## src/rtl/line_zoom_controller.sv

```systemverilog
// -----------------------------------------------------------------------------
// line_zoom_controller
//
// Sequencer that drives the read side of a line_buffer to produce an integer
// nearest-neighbour zoom. When the buffer holds a full input line, every pixel
// is emitted f times horizontally and the whole line is replayed f times
// vertically. After the last row the buffer is released for the next line.
//
// Parameters
//   LINE_DEPTH   pixels per input line (must match the line_buffer)
//   PIXEL_WIDTH  pixel width in bits
//   MAX_FACTOR   largest zoom factor accepted (<= 7, zoom_factor is 3 bits)
//
// Ports
//   clk, rst        clock, synchronous active-high reset
//   enable          allows the controller to accept new lines
//   zoom_factor     requested factor, latched once per line
//   lb_line_full    line_full from the buffer
//   lb_valid        valid_out_zoom from the buffer
//   lb_data         data_out_zoom from the buffer
//   lb_ready        ready_in_zoom to the buffer (advances rd_ptr)
//   lb_repeat_line  repeat_line to the buffer (rd_ptr back to 0)
//   lb_clear_full   clear_line_full_flag to the buffer
//   pix_out         zoomed pixel
//   pix_valid       pix_out is valid
//   pix_ready       consumer accepts a pixel
//   pix_last_col    current pixel is the last of its output row
//   pix_last_row    current output row is the last for this input line
//   line_done       one-cycle pulse when an input line has been consumed
//   busy            controller is not idle
// -----------------------------------------------------------------------------
module line_zoom_controller #(
    parameter int LINE_DEPTH  = 4,
    parameter int PIXEL_WIDTH = 8,
    parameter int MAX_FACTOR  = 4
) (
    input  logic                   clk,
    input  logic                   rst,
    input  logic                   enable,
    input  logic [2:0]             zoom_factor,
    input  logic                   lb_line_full,
    input  logic                   lb_valid,
    input  logic [PIXEL_WIDTH-1:0] lb_data,
    output logic                   lb_ready,
    output logic                   lb_repeat_line,
    output logic                   lb_clear_full,
    output logic [PIXEL_WIDTH-1:0] pix_out,
    output logic                   pix_valid,
    input  logic                   pix_ready,
    output logic                   pix_last_col,
    output logic                   pix_last_row,
    output logic                   line_done,
    output logic                   busy
);

    localparam int               COL_W    = (LINE_DEPTH > 1) ? $clog2(LINE_DEPTH) : 1;
    localparam logic [COL_W-1:0] COL_LAST = COL_W'(LINE_DEPTH - 1);
    localparam logic [COL_W-1:0] COL_ONE  = COL_W'(1);
    localparam logic [2:0]       F_MAX    = 3'(MAX_FACTOR);

    typedef enum logic [2:0] {
        S_IDLE,
        S_WAIT_FULL,
        S_EMIT,
        S_NEXT_ROW,
        S_RELEASE
    } state_t;

    state_t           state_q, state_d;
    logic [2:0]       f_q, f_d;
    logic [2:0]       h_cnt_q, h_cnt_d;
    logic [COL_W-1:0] col_q, col_d;
    logic [2:0]       v_cnt_q, v_cnt_d;

    logic [2:0] f_eff;
    logic [2:0] f_last;
    logic       h_last;
    logic       col_last;
    logic       v_last;
    logic       emit_valid;
    logic       hs;

    // Effective factor: 0 behaves as 1, anything above MAX_FACTOR is clamped.
    always_comb begin
        if (zoom_factor == 3'd0) begin
            f_eff = 3'd1;
        end else if (zoom_factor > F_MAX) begin
            f_eff = F_MAX;
        end else begin
            f_eff = zoom_factor;
        end
    end

    assign f_last     = f_q - 3'd1;
    assign h_last     = (h_cnt_q == f_last);
    assign col_last   = (col_q == COL_LAST);
    assign v_last     = (v_cnt_q == f_last);
    assign emit_valid = (state_q == S_EMIT) && lb_valid;
    assign hs         = emit_valid && pix_ready;

    // -------------------------------------------------------------------------
    // State and counter registers
    // -------------------------------------------------------------------------
    // NOTE: all state updates use non-blocking assignments so every register
    // samples the pre-edge values; reset is synchronous, so it lives inside the
    // clocked branch rather than in the sensitivity list.
    always_ff @(posedge clk) begin
        if (rst) begin
            state_q <= S_IDLE;
            f_q     <= 3'd1;
            h_cnt_q <= 3'd0;
            col_q   <= '0;
            v_cnt_q <= 3'd0;
        end else begin
            state_q <= state_d;
            f_q     <= f_d;
            h_cnt_q <= h_cnt_d;
            col_q   <= col_d;
            v_cnt_q <= v_cnt_d;
        end
    end

    // -------------------------------------------------------------------------
    // Next-state logic
    // -------------------------------------------------------------------------
    // NOTE: every combinational output gets a default before the case so no
    // path leaves it unassigned, which would otherwise infer a latch.
    always_comb begin
        state_d = state_q;
        unique case (state_q)
            S_IDLE: begin
                if (enable) state_d = S_WAIT_FULL;
            end
            S_WAIT_FULL: begin
                if (lb_line_full) begin
                    state_d = S_EMIT;
                end else if (!enable) begin
                    state_d = S_IDLE;
                end
            end
            S_EMIT: begin
                // End of a row is found by counting, never from lb_valid,
                // because the buffer keeps valid high after its last read.
                if (hs && col_last && h_last) begin
                    state_d = v_last ? S_RELEASE : S_NEXT_ROW;
                end
            end
            S_NEXT_ROW: state_d = S_EMIT;
            S_RELEASE:  state_d = enable ? S_WAIT_FULL : S_IDLE;
            default:    state_d = S_IDLE;
        endcase
    end

    // -------------------------------------------------------------------------
    // Counter / factor next values
    // -------------------------------------------------------------------------
    always_comb begin
        f_d     = f_q;
        h_cnt_d = h_cnt_q;
        col_d   = col_q;
        v_cnt_d = v_cnt_q;
        unique case (state_q)
            S_WAIT_FULL: begin
                if (lb_line_full) begin
                    f_d     = f_eff;
                    h_cnt_d = 3'd0;
                    col_d   = '0;
                    v_cnt_d = 3'd0;
                end
            end
            S_EMIT: begin
                if (hs) begin
                    if (h_last) begin
                        h_cnt_d = 3'd0;
                        col_d   = col_last ? '0 : col_q + COL_ONE;
                    end else begin
                        h_cnt_d = h_cnt_q + 3'd1;
                    end
                end
            end
            S_NEXT_ROW: begin
                v_cnt_d = v_cnt_q + 3'd1;
                col_d   = '0;
                h_cnt_d = 3'd0;
            end
            default: begin
                // IDLE and RELEASE: start every line from a clean slate.
                h_cnt_d = 3'd0;
                col_d   = '0;
                v_cnt_d = 3'd0;
            end
        endcase
    end

    // -------------------------------------------------------------------------
    // Outputs
    // -------------------------------------------------------------------------
    assign pix_out = lb_data;

    always_comb begin
        lb_ready       = 1'b0;
        lb_repeat_line = 1'b0;
        lb_clear_full  = 1'b0;
        pix_valid      = 1'b0;
        pix_last_col   = 1'b0;
        pix_last_row   = 1'b0;
        line_done      = 1'b0;
        busy           = (state_q != S_IDLE);
        unique case (state_q)
            S_EMIT: begin
                pix_valid    = emit_valid;
                // Only the last horizontal copy of a pixel consumes it.
                lb_ready     = hs && h_last;
                pix_last_col = col_last && h_last;
                pix_last_row = v_last;
            end
            S_NEXT_ROW: begin
                lb_repeat_line = 1'b1;
            end
            S_RELEASE: begin
                // Rewind and release together so rd_ptr is 0 for the next line.
                lb_repeat_line = 1'b1;
                lb_clear_full  = 1'b1;
                line_done      = 1'b1;
            end
            default: ;
        endcase
    end

endmodule

```

## config.mk

```make
export PLATFORM = sky130hd
export DESIGN_NAME = line_zoom_controller
export DESIGN_NICKNAME = d
export VERILOG_FILES = /design/src/rtl/line_zoom_controller.sv
export SDC_FILE = /design/constraint.sdc
export NUM_CORES = 1
export LEC_CHECK = 0
export ABC_AREA = 1
export CAP_MARGIN = 25
export CELL_PAD_IN_SITES_DETAIL_PLACEMENT = 1
export CELL_PAD_IN_SITES_GLOBAL_PLACEMENT = 1
export CORE_MARGIN = 2
export CORE_UTILIZATION = 32
export CTS_BUF_LIST = sky130_fd_sc_hd__clkbuf_16
export DETAILED_ROUTE_END_ITERATION = 7
export PLACE_DENSITY = 0.84
export SLEW_MARGIN = 15
export SYNTH_ARGS = -nofsm -noshare
export SYNTH_HDL_FRONTEND = slang
export SYNTH_SLANG_ARGS = --single-unit
```

## constraint.sdc

```tcl
create_clock -name clk -period 2.55 [get_ports clk]
set_input_delay 0.3825 -clock clk [delete_from_list [all_inputs] [get_ports clk]]
set_output_delay 0.3825 -clock clk [all_outputs]
set_load 0.05 [all_outputs]
```

==> metrics, run 1 <==
status=complete, no violations; Seq cells post-synth=14; Final setup viols=0; Routed Antenna Nets=0; Synthesized Nets=173; Slew HR=66.95%; initial antenna violation count=0; Synth cell types=24; required time worst endpoint=2.17 ns; Top Ports=33; CP bufs+invs=4; Gate Count Post-Synth=152; Highest Clock Rate=422.1 MHz; post-CTS resize count=0; max cap viols=0; most frequent cell after synthesis=nand2_1; power density over cell area=796.0 nW/um^2; vias in the first global route=1023; post-CTS setup buffer count=0; period utilization=92.90%; Clk pin slew, worst setup/hold paths=0.05 ns; 1st-pass router iterations=2; H-tree levels=1; reg-to-reg slack, setup=0.70 ns; Initial Util=32.65%; Worst path slowest cell=dfxtp_1; Layout Nets=184; CP peak stage delay=0.39 ns; TNS Setup=0 ns; Via density=4.954; final setup skew=0.001880 ns; I/O Buffers=16; fin util=40.34%; synth top area cells=dfxtp_1 (29%), nand2_1 (16%), inv_1 (8.1%); root buffer cell=clkbuf_16; hold path start=col_q[1]$_SDFFE_PP0P_; Area Growth Syn to Fin=23.55%; Vias=966; Pleak=0.5382 nW; CP arrival=1.99 ns; final critical-path required period=2.369 ns; CP Class=register to primary output; maximum vdd drop=362.5 uV; CP max FO=4; CTS Buffer Depth=2; total die area=3495 um^2; Worst setup EP type=primary output; RePlAce Congestion=0.7774; clock tree from TritonCTS=yes; ys async rst share=0%; WL final=2405 um; largest net degree at the start of global routing=11; EDFF count, synth=0; Pins Over Slew Limit=0; CTS Sinks=14; Worst-Skew Late Latency=0.24 ns; num rows=20; critical path's top delay family=simple AND/OR/NAND/NOR gates; chip width=59.12 um; Die H=59.12 um; DRC violation count after routing=0; crit start category=register; average footprint of a synthesized cell=6.396 um^2; Initial DRC Count=2; Synth top cells by count=nand2_1 (41), inv_1 (21), nor2_1 (17), dfxtp_1 (14); Fin. Hold Viols=0; critical path cell sequence=inv_2 -> ha_1 -> nand2_1 -> inv_1 -> nor2_1 -> nand2_1 -> nor2_2 -> inv_1 -> nor3_2 -> buf_12; actual slew at the worst max-slew pin=0.4942 ns; Syn. warnings=0; synthesized cell area=972.2 um^2; post-synth top area cell=dfxtp_1; Fill cells=382; DR WL/cell=12.33 um; # hold bufs at CTS=0; RSZ-0062 raised after global routing=false; Worst Hold Class=register to register; GRT Util Overall=15.35%; clock buffers created by TritonCTS=3; CORE AREA=2978 um^2; ratio of cells with drive above 1 in the final layout=14.81%; register area share after synthesis=28.83%; top cell type's share of synthesized area=28.83%; first-pass GRT wire length=4215 um; ANT cells=0; reg-to-reg startpoint=f_q[0]$_SDFFE_PP1P_; GRT Residual Overflow=0; top_reg_cell synth=dfxtp_1; crit path from=f_q[0]$_SDFFE_PP1P_; Final HPWL DP=1996 um
## final timing paths
kind,endpoint,cells past startpoint
worst max register to register,col_q[1]$_SDFFE_PP0P_,11
worst min-delay path,col_q[1]$_SDFFE_PP0P_,2
worst max-delay path,pix_last_col,10
worst min register to register,col_q[1]$_SDFFE_PP0P_,2
## placed cells by master (no fill, tap or decap)
cell and n:
buf_12 2, nand4_2 1, nor2_1 17, nand2_1 41, ha_1 4, inv_2 4, clkinv_1 1, nand4_1 1
a211oi_1 1, a21oi_1 9, inv_4 1, clkdlybuf4s50_1 12, dfxtp_1 14, nor2_2 3, nand2_2 1, o21ai_2 1
nand3_1 7, nor2_4 2, clkbuf_16 3, nand2_4 2, nor3_2 2, o21ai_1 1, nor3_1 2, inv_1 21
o211ai_1 1, o21ai_0 6, buf_4 2
## tightest hold or removal path, delay by kind of cell, from the launching register on
family	cells	cell delay, ns
AOI/OAI and AO/OA	1	0.05
DFF	1	0.31
and+or+nand+nor	1	0.06
## power by group
part | leakage (nW) | switching, mW | internal, mW
Clock | 0.0385 | 0.0899 | 0.207
Combinational | 0.386 | 0.259 | 0.126
Sequential | 0.114 | 0.0301 | 0.244
Total | 0.538 | 0.379 | 0.577
## metrics by stage
step                      total power [mW]  hold slack, ns  cell area, um^2  cells  setup WS, ns
after floorplan                     0.5951          0.4428            977.2    152        0.3589
after global placement              0.6471          0.4569             1122    191        0.5798
after detailed placement            0.6640          0.4708             1122    191        0.4695
after CTS                           0.9671          0.4757             1201    195        0.1618
after global routing                 1.025          0.4965             1201    195       0.04663
final                               0.9562          0.4688             1201    195        0.1810
## layer usage
metal / share of wire [%] / global-route usage, % / routed length, um
met3: 4.0 / 2.620 / 96
met4: 2.9 / 6.169 / 69
met5: 0 / 0 / 0
met1: 40 / 17.89 / 963
met2: 53 / 27.62 / 1276
## registers in the layout, summed over array words and instances (netlist names)
signal / flops
v_cnt_q: 3
col_q: 2
h_cnt_q: 3
state_q: 3
f_q: 3
## layout make-up
class	count	area [um^2]	share of cell area (%)
Tap cell	33	41.29	3.438
Clock inverter	1	3.754	0.3125
Sequential cell	14	280.3	23.33
Timing Repair Buffer	16	175.2	14.58
Inverter	26	100.1	8.333
Clock buffer	3	75.07	6.250
Multi-Input combinational cell	102	525.5	43.75
## cell families after synthesis
| family | count (synthesis) | synth area share (%) |
|---|---|---|
| AO/OA/AOI/OAI | 19 | 10.68 |
| adder cells (fa/ha/maj) | 4 | 5.148 |
| buffers and inverters | 36 | 17.63 |
| flip-flops | 14 | 28.83 |
| AND/OR/NAND/NOR | 79 | 37.71 |
No activity file was read; power rests on OpenSTA's default activity.
==> run 2, diff against run 1 <==
--- a/config.mk
+++ b/config.mk
@@ -6,12 +6,13 @@
 export NUM_CORES = 1
 export LEC_CHECK = 0
 export ABC_AREA = 1
-export CAP_MARGIN = 25
+export CAP_MARGIN = 10
 export CELL_PAD_IN_SITES_DETAIL_PLACEMENT = 1
 export CELL_PAD_IN_SITES_GLOBAL_PLACEMENT = 1
 export CORE_MARGIN = 2
 export CORE_UTILIZATION = 32
 export CTS_BUF_LIST = sky130_fd_sc_hd__clkbuf_16
+export CTS_CLUSTER_SIZE = 25
 export DETAILED_ROUTE_END_ITERATION = 7
 export PLACE_DENSITY = 0.84
 export SLEW_MARGIN = 15
==> results of run 2 <==
Final layout, timing and power as in run 1 (identical DEF).
